==> src/rtl/mips_ctrl_pkg.sv <==
// Shared encodings for the multicycle MIPS control path: opcodes, FSM states,
// ALU/mux select codes and the per-state control vector.
package mips_ctrl_pkg;

  localparam logic [5:0] OP_R    = 6'b000000;
  localparam logic [5:0] OP_LW   = 6'b100011;
  localparam logic [5:0] OP_SW   = 6'b101011;
  localparam logic [5:0] OP_BEQ  = 6'b000100;
  localparam logic [5:0] OP_J    = 6'b000010;
  localparam logic [5:0] OP_ADDI = 6'b001000;

  // Alu_op codes, shared with the downstream ALU stage
  localparam logic [1:0] ALU_ADD   = 2'b00;
  localparam logic [1:0] ALU_SUB   = 2'b01;
  localparam logic [1:0] ALU_FUNCT = 2'b10;

  localparam logic [1:0] SRCB_REG    = 2'b00;
  localparam logic [1:0] SRCB_FOUR   = 2'b01;
  localparam logic [1:0] SRCB_IMM    = 2'b10;
  localparam logic [1:0] SRCB_IMM_SH = 2'b11;

  localparam logic [1:0] PCS_ALU    = 2'b00;
  localparam logic [1:0] PCS_ALUOUT = 2'b01;
  localparam logic [1:0] PCS_JUMP   = 2'b10;

  typedef enum logic [3:0] {
    S_FETCH, S_DECODE, S_MEMADR, S_MEMRD, S_MEMWB, S_MEMWR,
    S_EXEC, S_ALUWB, S_BRANCH, S_JUMP, S_ADDI_EX, S_ADDI_WB
  } state_e;

  typedef struct packed {
    logic       pc_write;
    logic       pc_write_cond;
    logic       iord;
    logic       mem_read;
    logic       mem_write;
    logic       ir_write;
    logic       mem_to_reg;
    logic       reg_dst;
    logic       reg_write;
    logic       alu_src_a;
    logic [1:0] alu_src_b;
    logic [1:0] alu_op;
    logic [1:0] pc_source;
  } ctrl_t;

endpackage

==> src/rtl/mips_ctrl_decode.sv <==
// Combinational state -> control-vector table (pure Moore decode, no gating).
module mips_ctrl_decode
  import mips_ctrl_pkg::*;
(
  input  state_e state_i,
  output ctrl_t  ctrl_o
);

  always_comb begin
    ctrl_o = '0;
    unique case (state_i)
      S_FETCH: begin
        ctrl_o.mem_read  = 1'b1;
        ctrl_o.ir_write  = 1'b1;
        ctrl_o.pc_write  = 1'b1;
        ctrl_o.alu_src_b = SRCB_FOUR;
        ctrl_o.alu_op    = ALU_ADD;
        ctrl_o.pc_source = PCS_ALU;
      end
      S_DECODE: begin
        ctrl_o.alu_src_b = SRCB_IMM_SH;
        ctrl_o.alu_op    = ALU_ADD;
      end
      S_MEMADR, S_ADDI_EX: begin
        ctrl_o.alu_src_a = 1'b1;
        ctrl_o.alu_src_b = SRCB_IMM;
        ctrl_o.alu_op    = ALU_ADD;
      end
      S_MEMRD: begin
        ctrl_o.mem_read = 1'b1;
        ctrl_o.iord     = 1'b1;
      end
      S_MEMWB: begin
        ctrl_o.reg_write  = 1'b1;
        ctrl_o.mem_to_reg = 1'b1;
      end
      S_MEMWR: begin
        ctrl_o.mem_write = 1'b1;
        ctrl_o.iord      = 1'b1;
      end
      S_EXEC: begin
        ctrl_o.alu_src_a = 1'b1;
        ctrl_o.alu_src_b = SRCB_REG;
        ctrl_o.alu_op    = ALU_FUNCT;
      end
      S_ALUWB: begin
        ctrl_o.reg_write = 1'b1;
        ctrl_o.reg_dst   = 1'b1;
      end
      S_BRANCH: begin
        ctrl_o.alu_src_a     = 1'b1;
        ctrl_o.alu_src_b     = SRCB_REG;
        ctrl_o.alu_op        = ALU_SUB;
        ctrl_o.pc_write_cond = 1'b1;
        ctrl_o.pc_source     = PCS_ALUOUT;
      end
      S_JUMP: begin
        ctrl_o.pc_write  = 1'b1;
        ctrl_o.pc_source = PCS_JUMP;
      end
      S_ADDI_WB: ctrl_o.reg_write = 1'b1;
      default:   ctrl_o = '0;
    endcase
  end

endmodule

==> src/rtl/mips_multicycle_ctrl.sv <==
// Multicycle MIPS main control: state register, next-state logic, mem_ready
// gating, PC enable and retired-instruction counter.
module mips_multicycle_ctrl
  import mips_ctrl_pkg::*;
#(
  parameter bit USE_MEM_READY = 1'b1,
  parameter int CNT_W         = 32
) (
  input  logic             clk,
  input  logic             reset_n,
  input  logic [5:0]       opcode,
  input  logic             zero,
  input  logic             mem_ready,
  output logic             pc_en,
  output logic             iord,
  output logic             mem_read,
  output logic             mem_write,
  output logic             ir_write,
  output logic             mem_to_reg,
  output logic             reg_dst,
  output logic             reg_write,
  output logic             alu_src_a,
  output logic [1:0]       alu_src_b,
  output logic [1:0]       Alu_op,
  output logic [1:0]       pc_source,
  output logic             illegal_op,
  output logic [CNT_W-1:0] retired
);

  state_e           state_q, state_d;
  logic             is_load_q, is_load_d;
  logic [CNT_W-1:0] retired_q;
  logic             retire, illegal, rdy, fetch_gate;
  ctrl_t            ctrl;

  assign rdy = USE_MEM_READY ? mem_ready : 1'b1;

  mips_ctrl_decode u_decode (
    .state_i (state_q),
    .ctrl_o  (ctrl)
  );

  always_ff @(posedge clk or negedge reset_n) begin
    if (!reset_n) begin
      state_q   <= S_FETCH;
      is_load_q <= 1'b0;
      retired_q <= '0;
    end else begin
      state_q   <= state_d;
      is_load_q <= is_load_d;
      if (retire) retired_q <= retired_q + {{(CNT_W-1){1'b0}}, 1'b1};
    end
  end

  // lw/sw choice is captured in DECODE so later opcode changes cannot steer MEMADR
  always_comb begin
    state_d   = S_FETCH;
    is_load_d = is_load_q;
    retire    = 1'b0;
    illegal   = 1'b0;
    unique case (state_q)
      S_FETCH:  state_d = rdy ? S_DECODE : S_FETCH;
      S_DECODE: begin
        is_load_d = (opcode == OP_LW);
        case (opcode)
          OP_LW, OP_SW: state_d = S_MEMADR;
          OP_R:         state_d = S_EXEC;
          OP_BEQ:       state_d = S_BRANCH;
          OP_J:         state_d = S_JUMP;
          OP_ADDI:      state_d = S_ADDI_EX;
          default: begin
            state_d = S_FETCH;
            illegal = 1'b1;
          end
        endcase
      end
      S_MEMADR:  state_d = is_load_q ? S_MEMRD : S_MEMWR;
      S_MEMRD:   state_d = rdy ? S_MEMWB : S_MEMRD;
      S_MEMWR: begin
        state_d = rdy ? S_FETCH : S_MEMWR;
        retire  = rdy;
      end
      S_EXEC:    state_d = S_ALUWB;
      S_ADDI_EX: state_d = S_ADDI_WB;
      S_MEMWB, S_ALUWB, S_BRANCH, S_JUMP, S_ADDI_WB: begin
        state_d = S_FETCH;
        retire  = 1'b1;
      end
      default:   state_d = S_FETCH;
    endcase
  end

  // In reset every output is held low even though state already reads FETCH
  assign fetch_gate = (state_q == S_FETCH) ? rdy : 1'b1;

  assign pc_en      = reset_n & ((ctrl.pc_write & fetch_gate) | (ctrl.pc_write_cond & zero));
  assign iord       = reset_n & ctrl.iord;
  assign mem_read   = reset_n & ctrl.mem_read;
  assign mem_write  = reset_n & ctrl.mem_write;
  assign ir_write   = reset_n & ctrl.ir_write & fetch_gate;
  assign mem_to_reg = reset_n & ctrl.mem_to_reg;
  assign reg_dst    = reset_n & ctrl.reg_dst;
  assign reg_write  = reset_n & ctrl.reg_write;
  assign alu_src_a  = reset_n & ctrl.alu_src_a;
  assign alu_src_b  = {2{reset_n}} & ctrl.alu_src_b;
  assign Alu_op     = {2{reset_n}} & ctrl.alu_op;
  assign pc_source  = {2{reset_n}} & ctrl.pc_source;
  assign illegal_op = reset_n & illegal;
  assign retired    = retired_q;

endmodule

==> config.mk <==
export PLATFORM = sky130hd
export DESIGN_NAME = mips_multicycle_ctrl
export DESIGN_NICKNAME = d
export VERILOG_FILES = /design/src/rtl/mips_ctrl_pkg.sv /design/src/rtl/mips_ctrl_decode.sv /design/src/rtl/mips_multicycle_ctrl.sv
export SDC_FILE = /design/constraint.sdc
export NUM_CORES = 1
export LEC_CHECK = 0
export BUFFER_PORTS_ARGS = -buffer_cell sky130_fd_sc_hd__buf_4
export CORE_ASPECT_RATIO = 2
export CORE_MARGIN = 1
export CORE_UTILIZATION = 45
export DETAILED_ROUTE_END_ITERATION = 7
export PLACE_DENSITY_LB_ADDON = 0.1
export REMOVE_ABC_BUFFERS = 1
export SETUP_SLACK_MARGIN = 0.3
export SLEW_MARGIN = 20
export SYNTH_ARGS = -nofsm -noshare
export SYNTH_HDL_FRONTEND = slang
export SYNTH_SLANG_ARGS = --single-unit
==> constraint.sdc <==
create_clock -name clk -period 2.85 [get_ports clk]
set_clock_uncertainty 0.15 [all_clocks]
set_input_delay 0.4275 -clock clk [delete_from_list [all_inputs] [get_ports clk]]
set_output_delay 0.4275 -clock clk [all_outputs]
set_load 0.03 [all_outputs]
==> results.cfg, run 1 <==
[sta]
relSlewSlack = 0.541
tightest_slew_ns = 0.679
slew_viol_final = 0
final.setup.tns_ns = 0
finalSetupViolCount = 0
hold_viol = 0
max_freq_mhz = 426
grt_setup_unrepaired = no
min_period_over_period = 0.824
hold_slack_ns = 0.221
fin_crit_ns = 2.35

[hold_path]
min_from = opcode[4]
hold_path.class = primary input to flip-flop
hold_depth = 2
hold_end = state_q[1]$_DFF_PN0_

[setup_path]
crit_chain = and3_1 -> nand4_1 -> or4_1 -> nor3_1 -> xor2_1
r2r_slack_ns = 0.50
cpLargestDelayFamily = simple AND/OR/NAND/NOR gates
rr_worst_depth = 5
r2r-end = retired[26]$_DFFE_PN0P_
cp_slowest_stage_delay_ns = 0.73
r2r-start = retired[4]$_DFFE_PN0P_
arrival_ns = 2.41
crit_fanout = 10
cp.required_ns = 2.91
cp_slowest_cell = or4_1
criticalPathCategory = flip-flop to flip-flop
start_kind = flip-flop
end_kind = flip-flop
critPathBufInv = 0

[yosys]
synth_common_cells = dfrtp_1 (37), nor2_1 (24), xnor2_1 (17), xor2_1 (17), nand2_1 (16)
synth-compound-area-share = 0.0706
synth_cells = 214
synth_top_family_by_area = simple AND/OR/NAND/NOR gates
synthMuxAreaShare = 0.0105
async_reset_ff_frac = 1.00
synth_xor_area_frac = 0.147
synth_simple_gate_area_frac = 0.282
ys.flop_type = dfrtp_1
yosysWarnings = 0
syn_area_mm2 = 0.00202
netlist.area_leader.share = 0.458
synthAdderAreaFrac = 0.00619
synth.most_common_cell = dfrtp_1
synth_edf_count = 0
synth_area_per_cell_um2 = 9.44
yosysTopAreaCell = dfrtp_1
ys_seq_area_frac = 0.458
ys_top_cells_by_area = dfrtp_1 (46%), xnor2_1 (7.4%), xor2_1 (7.4%), nor2_1 (4.5%), nand3_1 (3.5%)
yosys_register_bits = 37
synthDistinctLibCells = 41

[drt]
routedWlPerCell_um = 15.1
drt_first_pass_iters = 4
routed_wl_mm = 5.07
via_per_inst = 5.43
drcViolationCount = 0
vias = 1823
ant_nets = 0
first_iter_violations = 32

[floorplanning]
row_count = 34
die_x_um = 49.4
fp.dieArea_mm2 = 0.00478
initial_utilization = 0.466
coreArea_mm2 = 0.00434
ios = 58
die_y_um = 96.8

[placement]
numPortBuffers = 57
gp_congestion = 0.806
post_dp_cell_area_mm2 = 0.00253
hpwl_mm = 3.95

[power]
power_density_mw_per_mm2 = 454
power_mw = 1.20
p_int_mw = 0.834
power_frac_clock = 0.287
switching_share = 0.307
seqPwrFrac = 0.494
p_leak_nw = 1.30
power.switching_mw = 0.369
pwr-share-comb = 0.219
peakVddDrop_mv = 0.407

[clock_network]
cts_tree = yes
ctsRootBufferMaster = clkbuf_8
cts_buffers = 5
clock_sinks = 37
cts_buffer_depth = 2
htree_levels = 2
clk_pin_slew_ns = 0.07
clk_latency_ns = 0.28

[global_routing]
grt_pass1_wl_mm = 8.38
grt_pass1_vias = 1792
grtUsageTotal = 0.233
overflow = 0
grt_start_max_net_pins = 24
grt_antenna_before_repair = 0

[cells_and_area]
drive_gt1_frac = 0.259
final_cell_area_mm2 = 0.00265
antennaDiodeCount = 0
area_growth_pct = 31.1
fin_nets = 292

[run_status]
status = finished, final reports clean

[job]
maxCapViolCount = 0
-- flip-flops by register name (all words and copies together), names as in the netlist --
name,flops
retired,32
state_q,4
is_load_q,1
-- worst reg2reg max path, delay by kind of cell (launching register included) --
kind             cells  cell delay (ns)
XOR/XNOR             1             0.18
AND/OR/NAND/NOR      4             1.50
flip-flops           1             0.45
-- how the worst max path moves through the flow --
stage                                 startpoint                 endpoint  slack (ns)  depth (start not counted)
final                     retired[4]$_DFFE_PN0P_  retired[26]$_DFFE_PN0P_        0.50                          5
after global routing      retired[4]$_DFFE_PN0P_  retired[26]$_DFFE_PN0P_        0.32                          5
after CTS                 retired[4]$_DFFE_PN0P_  retired[26]$_DFFE_PN0P_        0.49                          5
after detailed placement  retired[4]$_DFFE_PN0P_  retired[26]$_DFFE_PN0P_        0.51                          5
after global placement    retired[4]$_DFFE_PN0P_  retired[26]$_DFFE_PN0P_        0.53                          5
after floorplan             state_q[3]$_DFF_PN0_               illegal_op        0.32                          3
-- placed cells by master (no fill, tap or decap), types with 6 or more instances in the layout --
cell type,count
buf_4,65
dfrtp_1,37
nor2_1,24
xnor2_1,17
xor2_1,17
nand2_1,16
nor3_1,14
nand3_1,14
o21ai_0,8
nand4_1,7
inv_1,6
-- power by group through the flow --
stage               registers, mW  clock network [mW]  logic (mW)
floorplan                   0.643                   0       0.104
global placement            0.605                   0       0.261
detailed placement          0.605                   0       0.260
global route                0.602               0.379       0.282
CTS                         0.596               0.358       0.264
finish                      0.595               0.345       0.263
-- metal layers --
metal / vias up / global-route usage / routed length, um
met2: 71 / 0.424 / 2920
met4: 0 / 0.136 / 157
met1: 855 / 0.241 / 1790
met3: 12 / 0.0346 / 213
met5: - / 0 / 0
li1: 885 / - / -
-- stage by stage --
stage	setup WS, ns	util	cells
floorplan	0.316	-	207
global placement	0.527	0.584	324
detailed placement	0.510	0.584	324
CTS	0.488	0.607	334
global route	0.317	0.610	336
finish	0.501	0.610	336
-- what timing repair did --
item | in CTS | in global routing
buffers inserted | 0 | 2
endpoints found under the hold margin | 32 | 0
setup endpoints to repair | 0 | 1
gates resized for setup | 0 | 0
hold buffers | 2 | 0
-- cells by family after synthesis --
kind of cell    Yosys count
compound gates           21
xor+xnor                 34
fa+ha+maj                 1
buf+inv                  13
flops                    37
mux                       2
simple gates            106
-- final cells by class --
type	count	area (um^2)
tap	54	67.6
fill	396	1690
inverter	6	22.5
timing repair buffer	67	508
multi-input combinational	164	1040
clock buffer	8	80.1
sequential	37	926
(Power assumes the default switching activity.)
==> inputs of run 2 (changes only) <==
clock period = 2.08 ns   (was 2.85 ns; I/O delays follow)
==> results.cfg, run 2 (synthesis gave the netlist of run 1 again) <==
[run_status]
status = finished, final reports clean

[power]
power_frac_clock = 0.292
switching_share = 0.312
p_leak_nw = 1.76
peakVddDrop_mv = 0.597
seqPwrFrac = 0.430
power_density_mw_per_mm2 = 536
power.switching_mw = 0.587
pwr-share-comb = 0.278
p_int_mw = 1.29

[cells_and_area]
fin_nets = 339
drive_gt1_frac = 0.544
final_cell_area_mm2 = 0.00351
largest_register_ffs = 32
final_cell_mix = buf_4 (82), dfrtp_1 (34), buf_6 (29)
antennaDiodeCount = 0
fin_cells = 383
mostFrequentLayoutCell = buf_4
area_growth_pct = 73.7

[sta]
hold_viol = 0
slew_viol_final = 0
fin_crit_ns = 2.06
grt_setup_unrepaired = yes
finalSetupViolCount = 0
tightest_slew_ns = 0.611
hold_slack_ns = 0.102
max_freq_mhz = 485
min_period_over_period = 0.991
relSlewSlack = 0.591

[setup_path]
crit_chain = buf_6 -> nor4bb_4 -> nor4b_4 -> buf_6 -> buf_4 -> buf_6 -> buf_6 -> mux2_4
end_kind = flip-flop
cp_slowest_stage_delay_ns = 0.42
path_common_cell = buf_6
criticalPathCategory = flip-flop to flip-flop
start_kind = flip-flop
critPathBufInv = 5
cp.required_ns = 2.10
cpLargestDelayFamily = buffers and inverters
cp_slowest_cell = dfrtp_1
crit_fanout = 5
arrival_ns = 2.08

[clock_network]
cts_buffers = 5
cts_tree = yes
cts_buffer_depth = 2
clk_pin_slew_ns = 0.07
ctsRootBufferMaster = clkbuf_8
htree_levels = 2
clock_sinks = 37
clk_latency_ns = 0.29

[floorplanning]
fp.dieArea_mm2 = 0.00478
row_count = 34
coreArea_mm2 = 0.00434
initial_utilization = 0.466
die_y_um = 96.8
die_x_um = 49.4
ios = 58

[job]
maxCapViolCount = 0

[global_routing]
grt_start_max_net_pins = 23
grt_antenna_before_repair = 0
grtUsageTotal = 0.294
grt_pass1_vias = 2233
overflow = 0
grt_pass1_wl_mm = 10.5

[hold_path]
hold_path.class = primary input to flip-flop

[drt]
wl_met3_um = 193
first_iter_violations = 41
highest_layer = met4
ant_nets = 0
drt_first_pass_iters = 4
routed_wl_mm = 7.17
drcViolationCount = 0
wl_met2_mm = 4.31
drt-met1-wl_mm = 2.30
routedWlPerCell_um = 18.7
via_per_inst = 5.67
vias = 2173

[placement]
post_dp_cell_area_mm2 = 0.00271
hpwl_mm = 4.43
dp.cells = 348
gp_congestion = 0.906
numPortBuffers = 57
[run 2: repair_timing]
item | CTS | global route
pin swaps | 29 | 20
endpoints found under the setup margin | 46 | 49
buffers inserted | 18 | 6
gates cloned | 0 | 1
gates resized for setup | 74 | 40
endpoints found under the hold margin | 15 | 0
hold buffers | 2 | 0
[run 2: routing by layer]
metal,up-vias,track usage
met5,-,0
met4,0,0.169
met3,32,0.0409
met2,86,0.577
met1,1078,0.266
li1,977,-
[run 2: power by group through the flow]
stage / combinational [mW] / sequential, mW / clock [mW]
6_report: 0.523 / 0.808 / 0.548
5_1_grt: 0.545 / 0.813 / 0.592
4_1_cts: 0.476 / 0.806 / 0.551
3_5_place_dp: 0.391 / 0.815 / 0
3_3_place_gp: 0.389 / 0.813 / 0
2_1_floorplan: 0.143 / 0.881 / 0
[run 2: per-stage QoR]
step	util	setup slack [ns]	total power, mW	setup TNS, ns
after floorplan	-	-0.338	1.02	-1.76
after global placement	0.625	0.0410	1.20	0
after detailed placement	0.625	-0.0101	1.21	-0.0139
after CTS	0.753	0.0715	1.83	0
after global routing	0.809	-0.0526	1.95	-0.0949
final	0.809	0.0188	1.88	0
[run 2: area by class of cell]
class	count	area (um^2)
fillers	284	830
well taps	54	67.6
inverters	6	25.0
clock buffers	7	96.3
clock inverters	1	5.00
repair buffers	113	962
flip-flops and latches	37	930
multi-input cells	165	1420
[run 2: path summary, 6_finish.rpt]
kind                                      endpoint  cells after the start  slack [ns]                     from
min reg2reg                retired[26]$_DFFE_PN0P_                      1        0.35  retired[26]$_DFFE_PN0P_
min in group asynchronous   retired[0]$_DFFE_PN0P_                      3        0.11                  reset_n
max                         retired[1]$_DFFE_PN0P_                      8        0.02     state_q[1]$_DFF_PN0_
max reg2reg                 retired[1]$_DFFE_PN0P_                      8        0.02     state_q[1]$_DFF_PN0_
max in group asynchronous     state_q[3]$_DFF_PN0_                      3        0.68                  reset_n
min                           state_q[1]$_DFF_PN0_                      2        0.10                opcode[4]
[run 2: worst reg2reg max path, delay by kind of cell (launching register included)]
family | cells | cell delay (ns)
DFF | 1 | 0.42
and+or+nand+nor | 2 | 0.46
muxes | 1 | 0.29
buffers and inverters | 5 | 0.63
